<file path="config.mk">
export PLATFORM = sky130hd
export DESIGN_NAME = seg7_scan_ctrl
export DESIGN_NICKNAME = d
export VERILOG_FILES = /design/src/rtl/seg7_pkg.sv /design/src/rtl/hex_to_seg7.sv /design/src/rtl/seg7_scan_ctrl.sv
export SDC_FILE = /design/constraint.sdc
export NUM_CORES = 1
export LEC_CHECK = 0
export CORE_MARGIN = 2
export CORE_UTILIZATION = 30
export DETAILED_ROUTE_END_ITERATION = 8
export PLACE_DENSITY = 0.62
export SETUP_SLACK_MARGIN = 0.02
export SLEW_MARGIN = 20
export SYNTH_ARGS = -nofsm -noshare
export SYNTH_HDL_FRONTEND = slang
export SYNTH_HIERARCHICAL = 1
export SYNTH_SLANG_ARGS = --single-unit
</file>
<file path="constraint.sdc">
create_clock -name clk -period 2.6 [get_ports clk]
set_input_delay 0.52 -clock clk [delete_from_list [all_inputs] [get_ports clk]]
set_output_delay 0.52 -clock clk [all_outputs]
set_load 0.02 [all_outputs]
</file>
<file path="src/rtl/seg7_pkg.sv">
// rtl/seg7_pkg.sv - shared constants and helpers for the 7-segment scan controller
// Purpose: active-high segment shapes {g,f,e,d,c,b,a} for hex digits 0-F, the
//          blank pattern, and a constant clog2 helper for sizing the digit index.
// Ports:   none (package).
package seg7_pkg;

   localparam logic [6:0] SEG_0     = 7'h3F;
   localparam logic [6:0] SEG_1     = 7'h06;
   localparam logic [6:0] SEG_2     = 7'h5B;
   localparam logic [6:0] SEG_3     = 7'h4F;
   localparam logic [6:0] SEG_4     = 7'h66;
   localparam logic [6:0] SEG_5     = 7'h6D;
   localparam logic [6:0] SEG_6     = 7'h7D;
   localparam logic [6:0] SEG_7     = 7'h07;
   localparam logic [6:0] SEG_8     = 7'h7F;
   localparam logic [6:0] SEG_9     = 7'h6F;
   localparam logic [6:0] SEG_A     = 7'h77;
   localparam logic [6:0] SEG_B     = 7'h7C;
   localparam logic [6:0] SEG_C     = 7'h39;
   localparam logic [6:0] SEG_D     = 7'h5E;
   localparam logic [6:0] SEG_E     = 7'h79;
   localparam logic [6:0] SEG_F     = 7'h71;
   localparam logic [6:0] SEG_BLANK = 7'h00;

   // Smallest w with 2**w >= n; used only on elaboration-time constants.
   function automatic int clog2(input int n);
      int w;
      w = 0;
      while ((1 << w) < n) begin
         w = w + 1;
      end
      return w;
   endfunction

endpackage

</file>
<file path="src/rtl/hex_to_seg7.sv">
// rtl/hex_to_seg7.sv - combinational hex nibble to active-high 7-segment pattern
// Purpose: maps 0-F to standard digit shapes (b and d lowercase).
// Ports:   nibble - 4-bit hex digit in
//          seg    - segments {g,f,e,d,c,b,a}, active-high, seg[0]=a
module hex_to_seg7
   import seg7_pkg::*;
(
   input  logic [3:0] nibble,
   output logic [6:0] seg
);

   always_comb begin
      seg = SEG_BLANK;
      case (nibble)
         4'h0: seg = SEG_0;
         4'h1: seg = SEG_1;
         4'h2: seg = SEG_2;
         4'h3: seg = SEG_3;
         4'h4: seg = SEG_4;
         4'h5: seg = SEG_5;
         4'h6: seg = SEG_6;
         4'h7: seg = SEG_7;
         4'h8: seg = SEG_8;
         4'h9: seg = SEG_9;
         4'hA: seg = SEG_A;
         4'hB: seg = SEG_B;
         4'hC: seg = SEG_C;
         4'hD: seg = SEG_D;
         4'hE: seg = SEG_E;
         4'hF: seg = SEG_F;
         default: seg = SEG_BLANK;
      endcase
   end

endmodule

</file>
<file path="src/rtl/seg7_scan_ctrl.sv">
// rtl/seg7_scan_ctrl.sv - multiplexed 7-segment display scan driver
// Purpose: advances one digit per rising edge of the divided slow clock level,
//          displays a per-frame snapshot of value with optional leading-zero
//          blanking and per-digit decimal points; registered outputs.
// Ports:   clk      - system clock
//          rst      - synchronous active-high reset
//          slow_clk - divided clock level, same clk domain
//          value    - 4*DIGITS hex value, nibble k drives digit k
//          dp_mask  - decimal point enable per digit
//          blank_lz - 1 = blank leading zero digits (sampled live)
//          an       - digit enables, one-hot when active
//          seg      - segments {g,f,e,d,c,b,a}
//          dp       - decimal point
module seg7_scan_ctrl
   import seg7_pkg::*;
#(
   parameter int DIGITS     = 4,
   parameter bit ACTIVE_LOW = 1'b1
)(
   input  logic                  clk,
   input  logic                  rst,
   input  logic                  slow_clk,
   input  logic [4*DIGITS-1:0]   value,
   input  logic [DIGITS-1:0]     dp_mask,
   input  logic                  blank_lz,
   output logic [DIGITS-1:0]     an,
   output logic [6:0]            seg,
   output logic                  dp
);

   localparam int               IDX_W = (DIGITS > 1) ? clog2(DIGITS) : 1;
   localparam logic [IDX_W-1:0] LAST  = IDX_W'(DIGITS - 1);
   localparam logic             POL   = ACTIVE_LOW;

   logic                  slow_q;
   logic                  tick;
   logic                  armed;
   logic [IDX_W-1:0]      idx;
   logic [4*DIGITS-1:0]   snap_val;
   logic [DIGITS-1:0]     snap_dp;

   // slow_q resets high so a level already high at reset release is not an edge.
   assign tick = slow_clk & ~slow_q;

   always_ff @(posedge clk) begin
      if (rst) begin
         slow_q   <= 1'b1;
         idx      <= '0;
         snap_val <= '0;
         snap_dp  <= '0;
         armed    <= 1'b0;
      end else begin
         slow_q <= slow_clk;
         if (tick) begin
            armed <= 1'b1;
            if (idx == LAST) begin
               // Snapshot on wrap so every frame is drawn from one value.
               idx      <= '0;
               snap_val <= value;
               snap_dp  <= dp_mask;
            end else begin
               idx <= idx + 1'b1;
            end
         end
      end
   end

   logic [3:0]        cur_nib;
   logic [DIGITS-1:0] an_hi;
   logic              dp_hi;
   logic              upper_nz;
   logic              blank;
   logic [6:0]        hex_seg;
   logic [6:0]        seg_hi;

   always_comb begin
      cur_nib  = 4'h0;
      an_hi    = '0;
      dp_hi    = 1'b0;
      upper_nz = 1'b0;
      for (int k = 0; k < DIGITS; k++) begin
         if (IDX_W'(k) == idx) begin
            cur_nib  = snap_val[4*k +: 4];
            an_hi[k] = 1'b1;
            dp_hi    = snap_dp[k];
         end
         // Any nonzero nibble at or above the current digit makes it significant.
         if ((IDX_W'(k) >= idx) && (snap_val[4*k +: 4] != 4'h0)) begin
            upper_nz = 1'b1;
         end
      end
      blank  = blank_lz && (idx != '0) && !upper_nz;
      seg_hi = blank ? SEG_BLANK : hex_seg;
   end

   hex_to_seg7 u_hex (
      .nibble (cur_nib),
      .seg    (hex_seg)
   );

   // Anode stays asserted on blanked digits to keep the duty cycle constant.
   always_ff @(posedge clk) begin
      if (rst || !armed) begin
         an  <= {DIGITS{POL}};
         seg <= {7{POL}};
         dp  <= POL;
      end else begin
         an  <= an_hi ^ {DIGITS{POL}};
         seg <= seg_hi ^ {7{POL}};
         dp  <= dp_hi ^ POL;
      end
   end

endmodule
</file>
* Yosys cells after proc, flatten, opt, wreduce, memory -nomap -nowiden
Memories as Yosys holds them, arrays and structs flattened.
Index checks and enable logic that the tools add are counted.
** Word-level totals
- Register bits :: 36
- Bits in read-only memories :: 112
- Input bits :: 24
- Output and inout bits :: 12
- Logic and storage cells :: 57
- Memories kept :: 1
** Memory list
- (no name shown) :: depth 16, width 7, read ports 1, clocked after Yosys merged registers in 0, write ports 0, line hex_to_seg7.sv:14 : case (nibble)
** Operators by class
- $add $sub $neg :: 1
- $lt $le $gt $ge :: 4
- Eq/ne operators :: 4
- Multiplexer cells :: 18
- Bitwise logic cells :: 5
- Reduce and logical (&&, ||, !) cells :: 16
** Operators by type and width (number)
- two-way mux 4 bit :: 4
- nonzero test 4 bit :: 4
- two-way mux 1 bit :: 12
- two-way mux 7 bit :: 1
- NOT 7 bit :: 1
- logical AND 1 bit :: 6
- == test 2 bit (first input constant) :: 2
- greater-or-equal comparator 1 x 2 -> 1 bit (first input constant) :: 2
- greater-or-equal comparator 2 bit (first input constant) :: 2
- NOT 4 bit :: 1
- adder 2 x 1 -> 2 bit (second input constant) :: 1
- == test 1 x 2 -> 1 bit (first input constant) :: 1
- == test 2 bit (second input constant) :: 1
- zero test 1 bit :: 2
- zero test 2 bit :: 1
- two-way mux 2 bit :: 1
- NOT 1 bit :: 2
- AND reduction 2 bit :: 1
- nonzero test 2 bit :: 1
- AND 1 bit :: 1
- logical OR 1 bit :: 1

* Longest topological paths before layout
Gate-level depths: netlist of the first run.
- Word-level depth :: 10
- Mapped depth :: 11
- Gate-level depth less buffers :: 10

* Modules after synthesis
The synthesis of the first run kept the hierarchy.
** By module, submodules not included
- seg7_scan_ctrl :: times used 1, cells an instance 173, area each 1487.7 sq um, seq. area each 720.7 sq um
- hex_to_seg7 :: times used 1, cells an instance 33, area each 287.8 sq um, seq. area each 0.0 sq um

* Worst setup path before layout of the first run
Ideal clock, no wire load.
- Path type :: reg-to-reg
- From :: register idx[0]
- To :: register seg[3]
- Setup time :: 80 ps
- Arrival time :: 2222 ps
- Data required time :: 2520 ps
- Path slack :: 298 ps
- Stages on the path, launching flop included :: 12
- Buffers on the path :: 1
- Period minus slack after synthesis :: 2302 ps
- Cell sequence :: dfxtp_1 inv_1 ha_1 clkbuf_1 a21oi_1 o21ai_0 a22o_1 inv_1 ha_1 inv_1 mux4_1 o211ai_1
** Between the ends
- Elaborated cells between the ends (all ways) :: 27
- Those cells by class :: 4 x order compare; 3 x eq/ne; 9 x mux; 1 x bitwise; 9 x reduce/logical; 1 x memory
** RTL lines
- start: declaration :: line seg7_scan_ctrl.sv:38 : logic [IDX_W-1:0] idx;
- start signal: assignment :: line seg7_scan_ctrl.sv:62 : idx <= idx + 1'b1;
- zero test 2 bit :: line seg7_scan_ctrl.sv:82 : if (IDX_W'(k) == idx) begin
- two-way mux 4 bit (3 in a row) :: line seg7_scan_ctrl.sv:82
- two-way mux 4 bit (*) :: line seg7_scan_ctrl.sv:82
- via cur_nib[1] :: line seg7_scan_ctrl.sv:68 : logic [3:0] cur_nib;
- memory (16 x 7 bit) (*)
- via hex_seg[3] :: line seg7_scan_ctrl.sv:73 : logic [6:0] hex_seg;
- two-way mux 7 bit (*) :: line seg7_scan_ctrl.sv:93 : seg_hi = blank ? SEG_BLANK : hex_seg;
- NOT 7 bit (no line) (*)
- end signal: assignment :: line seg7_scan_ctrl.sv:105 : seg <= {7{POL}};
- end signal: assignment :: line seg7_scan_ctrl.sv:109 : seg <= seg_hi ^ {7{POL}};
- end: declaration :: line seg7_scan_ctrl.sv:27 : output logic [6:0] seg,
Mark *: on every way through the listed nets, which the timed path passes. The rest lies on a longest branch.
A chain may end at the register's enable or synchronous reset.

* Final worst setup path of the first run
Same ends and word-level chain as after synthesis.

==> flow_summary.ini, run 1 <==
[logic_synthesis]
synth_top_family_by_area = compound AO/OA/AOI/OAI gates
synthXorXnorAreaFrac_pct = 0
synth_top_cell_area_share_pct = 40.59
synth_simple_gate_area_share_pct = 19.17
postSynthCellCount = 206
ys_seq_elements = 36
yosysTopAreaCell = dfxtp_1
syn_nets = 242
synth_mux_area_share_pct = 5.638
netlist_top_cells_area = dfxtp_1 (41%), nand2_1 (10%), a21oi_1 (9.0%)
ys_types = 32
yosysSeqAreaShare_pct = 40.59
synth_compound_area_share_pct = 19.87
syn_avg_cell_area_um2 = 8.619
syn_area_um2 = 1775
synth_adder_area_share_pct = 8.457
synth_warnings = 6

[timing]
post-route-min-period_ns = 2.296
setup_viol = 0
skew_ns = 0.002746
relSlewSlack_pct = 66.09
setup_tns_ns = 0
fmax_ghz = 0.4356
slew_viol_final = 0
rsz0062_at_grt = no
hold_viol = 0
tightest_slew_ns = 0.5087
post-route-period-util_pct = 88.30

[clock_network]
ctsRootBufferMaster = clkbuf_8
postCtsSetupBuffers = 0
cts_buffers = 5
clkLatencyLatePin_ns = 0.29
clkSinkCount = 36
hold_buffers = 0
cts_resized = 0
cts_tree = done
clk_pin_slew_ns = 0.07
clockBufferDepth = 2
htreeDepth = 2

[finish]
layout.cells.most_common = nand2_1
final_cells = 315
fillerInstances = 616
antenna_cells = 0
postLayoutCoreUtil_pct = 39.59
drive_above_1_share_pct = 10.83
layout_common_cells = nand2_1 (49), clkdlybuf4s50_1 (35), dfxtp_1 (34)
syn_to_final_growth_pct = 29.67
finalInstanceArea_um2 = 2302
nNetsFinal = 275

[die]
die-width_um = 80.93
start_util_pct = 30.53
die_h_um = 80.93
io_pins = 36
dieArea_um2 = 6550
core-area_um2 = 5816
rows = 28

[global_routing]
grt.overflow.total = 0
grt_pass1_wl_um = 6334
antenna_found_initial = 0
grt.total_usage_pct = 12.74
first_global_vias = 1405
grt_max_degree = 24

[critical_path]
critical_path.startpoint = idx[0]
r2r_start = idx[0]
startpoint_type = flip-flop
cp_max_fo = 11
critPathCaptureType = flip-flop
required_ns = 2.82
arrival_ns = 2.51
critical_path_class = flip-flop to flip-flop

[outcome]
status = complete, no violations

[drt]
via_count = 1448
route.detailed.drc = 0
first_pass_iters = 4
wirelength_um = 3793
drt_iter0_markers = 41
ant_nets = 0
drt-wirelength-per-cell_um = 12.04
via_per_inst = 4.597

[worst_hold_path]
hp-start = snap_val[9]
hp-class = flip-flop to flip-flop

[flow_run]
maxCapViolCount = 0

[placement]
io_buffers = 35
gp_congestion = 0.7629
dpl-instance-area_um2 = 2200
hpwl_um = 2880
dp_cells = 307

[pwr]
irDropWorstVdd_mv = 0.2965
powerDensity_nw_per_um2 = 459.4
power_leakage_nw = 0.7792
## kinds of logic (layout without fill, tap and decap cells)
| logic type | Yosys count | after routing |
|---|---|---|
| AOI/OAI and AO/OA | 54 | 54 |
| buffers and inverters | 26 | 60 |
| and+or+nand+nor | 70 | 70 |
| muxes | 8 | 8 |
| adders and majority gates | 12 | 12 |
| DFF | 36 | 36 |
## cells in the mapped netlist (all sizes together)
cell,instances
nand2,49
dfxtp,36
a21oi,32
inv,13
ha,12
clkbuf,7
o211ai,7
buf,6
nor2,5
o21ai,5
a22o,4
mux2i,4
nor2b,4
mux2,3
nand3b,2
nor3,2
nor4,2
a221oi,1
a31o,1
a41oi,1
and2,1
and4b,1
mux4,1
nand2b,1
nand4b,1
o2111ai,1
o31a,1
o32a,1
or2,1
or2b,1
## area by class of cell
class | count | area [µm²] | share of cell area [%]
inverter | 13 | 48.80 | 2.120
timing repair buffer | 39 | 392.9 | 17.07
multi-input combinational | 144 | 950.9 | 41.30
clock buffer | 6 | 82.58 | 3.587
clock inverter | 2 | 10.01 | 0.4348
sequential | 36 | 723.2 | 31.41
tap | 75 | 93.84 | 4.076
## worst max-delay path, cell delays in order (launching register included)
cell,delay (ns)
dfxtp_2,0.40
inv_1,0.09
ha_2,0.25
a21oi_1,0.13
o21ai_0,0.09
a22o_1,0.25
inv_1,0.14
ha_1,0.24
inv_1,0.05
mux4_1,0.48
o211ai_1,0.10
## state kept, by name, indices dropped and copies added (netlist names)
name and cells:
idx 2, slow_q 1, seg 7, snap_dp 4, armed 1, snap_val 16, an 4, dp 1
## per-layer routing
layer  vias to the layer above  wire [µm]  GRT usage (%)
met5                         -          0              0
met4                         0         70          6.102
met3                         8        135          3.444
met2                        29       1738          20.83
met1                       649       1848          15.47
li1                        762          -              -
## power by group
part | total, mW | internal [mW] | switching (mW)
Combinational | 0.0894 | 0.0526 | 0.0367
Sequential | 0.562 | 0.558 | 0.00376
Clock | 0.407 | 0.211 | 0.195
## path summary, 6_finish.rpt
| path | end | slack [ns] | cells after the start |
|---|---|---|---|
| min reg2reg | snap_val[9] | 0.46 | 2 |
| max | seg[3] | 0.30 | 10 |
| max reg2reg | seg[3] | 0.30 | 10 |
| min | snap_val[9] | 0.46 | 2 |
## through the flow
step / hold slack (ns) / worst slack, ns / power [mW]
final: 0.4557 / 0.3041 / 1.058
after global routing: 0.4858 / 0.04203 / 1.103
after CTS: 0.4586 / 0.1100 / 1.068
after detailed placement: 0.4487 / 0.1350 / 0.6633
after global placement: 0.4461 / 0.2545 / 0.6621
after floorplan: 0.4317 / 0.2981 / 0.6120
(Power assumes the default switching activity.)
==> run 2, diff against run 1 <==
--- a/config.mk
+++ b/config.mk
@@ -6,9 +6,9 @@
 export NUM_CORES = 1
 export LEC_CHECK = 0
 export CORE_MARGIN = 2
-export CORE_UTILIZATION = 30
+export CORE_UTILIZATION = 51
 export DETAILED_ROUTE_END_ITERATION = 8
-export PLACE_DENSITY = 0.62
+export PLACE_DENSITY = 0.9
 export SETUP_SLACK_MARGIN = 0.02
 export SLEW_MARGIN = 20
 export SYNTH_ARGS = -nofsm -noshare
==> run 2 against run 1 <==
  * Register-to-register slack got worse by 0.05 ns
  * Cell count fell by 9.5%
  * Combinational power fell by 0.7%
  * Wire length fell by 3.5%
  * Utilization grew 27 points
  * Worst hold slack better by 0.0015 ns
  * Cell area shrank 3.7%
  * Clock skew is 0.0058 ns higher
  * Clock-buffer cell count up 1
  * Fmax is 2.1% lower
  * Critical path type unchanged
  * Highest routed layer unchanged
==> flow_summary.ini, run 2 (synthesized netlist as in run 1, its figures left out) <==
[outcome]
status = complete, no violations

[placement]
dp_cells = 277
io_buffers = 35
hpwl_um = 2745
gp_congestion = 0.8679

[finish]
nNetsFinal = 274
biggestRegsByFlops = snap_val x16, seg x7
antenna_cells = 0
drive_above_1_share_pct = 10.04
regMostFlops = snap_val
layout_common_cells = nand2_1 (49), clkdlybuf4s50_1 (35), dfxtp_1 (34)
layout.cells.most_common = nand2_1
largest_reg_flops = 16
syn_to_final_growth_pct = 24.81
final_cells = 285

[drt]
drt_iter0_markers = 31
wirelength_um = 3659
via_count = 1493
first_pass_iters = 4
ant_nets = 0
route.detailed.drc = 0
drt-wirelength-per-cell_um = 12.84
via_per_inst = 5.239

[clock_network]
clockBufferDepth = 2
postCtsSetupBuffers = 0
ctsRootBufferMaster = clkbuf_4
clk_pin_slew_ns = 0.10
htreeDepth = 2
clkSinkCount = 36
cts_buffers = 5
clkLatencyLatePin_ns = 0.35
cts_tree = done

[die]
rows = 21
dieArea_um2 = 3969
start_util_pct = 53.21
die_h_um = 63
die-width_um = 63
io_pins = 36
core-area_um2 = 3337

[timing]
relSlewSlack_pct = 44.99
post-route-period-util_pct = 90.20
tightest_slew_ns = 0.8234
fmax_ghz = 0.4264
hold_viol = 0
setup_viol = 0
skew_ns = 0.008583
rsz0062_at_grt = no
post-route-min-period_ns = 2.345
setup_tns_ns = 0
slew_viol_final = 0

[worst_hold_path]
hp-class = flip-flop to flip-flop
min_path_cells = 2
hp-start = snap_dp[3]
holdPathEnd = snap_dp[3]

[critical_path]
startpoint_type = flip-flop
critical_path_class = flip-flop to flip-flop
regToRegSetupSlack_ns = 0.25
cp_slowest_stage_delay_ns = 0.48
cp_max_fo = 12
critPathCaptureType = flip-flop
critPathSlowestCell = mux4_1
r2r_start = idx[1]
reg2reg_depth = 10
crit_chain = inv_1 -> ha_2 -> a21oi_1 -> o21ai_0 -> a22o_1 -> inv_1 -> ha_1 -> inv_1 -> mux4_1 -> o211ai_1
required_ns = 2.88
arrival_ns = 2.62
r2r-end = seg[3]
crit_top_cell = inv_1

[pwr]
sw_frac_of_total_pct = 23.21
irDropWorstVdd_mv = 0.3364
power_leakage_nw = 0.7517
powerDensity_nw_per_um2 = 436.2
seqPwrFrac_pct = 58.1
p_comb_share_pct = 9.2
p_int_uw = 742.2
p_clk_share_pct = 32.7
switchingPower_uw = 224.3

[global_routing]
grt_pass1_wl_um = 6147
grt.overflow.total = 0
grt_max_degree = 25
antenna_found_initial = 0
grt_util_met2_pct = 33.64
global_route.peak_usage_layer = met2
first_global_vias = 1399
grt_use_met1_pct = 23.09
grtUsageMet3_pct = 5.766
grt.total_usage_pct = 19.88

[flow_run]
maxCapViolCount = 0
## run 2: final cells by class
cell class                      instances  area (µm²)
Clock buffer                            7       55.05
Sequential cell                        36       723.2
Tap cell                               46       57.56
Inverter                               13       48.80
Multi-Input combinational cell        144       950.9
Clock inverter                          1       7.507
Fill cell                             294        1121
Timing Repair Buffer                   38       372.9
## run 2: power by group through the flow
stage	clock, mW	sequential [mW]	combinational [mW]
after floorplan	0	0.579	0.0334
after CTS	0.321	0.562	0.0882
after global routing	0.351	0.563	0.0958
after global placement	0	0.574	0.0852
after detailed placement	0	0.575	0.0880
final	0.316	0.562	0.0888
## run 2: worst max-delay path: cells and delay by family (launching register included)
family                   cells  cell delay, ns
AO/OA/AOI/OAI                4            0.61
flip-flops                   1            0.42
buffers and inverters        3            0.30
multiplexers                 1            0.48
adder cells (fa/ha/maj)      2            0.49
## run 2: worst max path at each step
stage,startpoint,end,slack (ns),depth (start not counted)
2_1_floorplan,idx[0],seg[3],0.30,11
3_3_place_gp,idx[1],seg[6],0.26,7
3_5_place_dp,idx[0],seg[3],0.11,10
4_1_cts,idx[1],seg[3],0.07,10
5_1_grt,idx[1],seg[3],0.05,10
6_report,idx[1],seg[3],0.25,10
## run 2: timing repair
item / in CTS / in global routing
hold buffers: 0 / 0
resized for setup: 0 / 5
endpoints found under the setup margin: 0 / 4
## run 2: routing by layer
metal	part of all wire [%]	routed length, µm	vias to the layer above
met5	0	0	-
met1	44	1617	687
met3	4.8	177	6
li1	-	-	761
met4	1.5	56	0
met2	49	1807	39
## run 2: stage by stage
stage	util (%)	total power, mW	instance area [µm²]	hold slack, ns	setup slack [ns]
6_report	66.40	0.9665	2216	0.4572	0.2548
5_1_grt	66.40	1.010	2216	0.4760	0.05467
4_1_cts	66.10	0.9715	2206	0.4580	0.06611
3_5_place_dp	64.23	0.6625	2143	0.4431	0.1110
3_3_place_gp	64.23	0.6589	2143	0.4405	0.2552
2_1_floorplan	-	0.6120	1775	0.4317	0.2981
==> run 3, diff against run 2 <==
--- a/config.mk
+++ b/config.mk
@@ -10,7 +10,6 @@
 export DETAILED_ROUTE_END_ITERATION = 8
 export PLACE_DENSITY = 0.9
 export SETUP_SLACK_MARGIN = 0.02
-export SLEW_MARGIN = 20
 export SYNTH_ARGS = -nofsm -noshare
 export SYNTH_HDL_FRONTEND = slang
 export SYNTH_HIERARCHICAL = 1
==> results of run 3 <==
The final DEF is identical to that of run 2; final timing and power are the same.
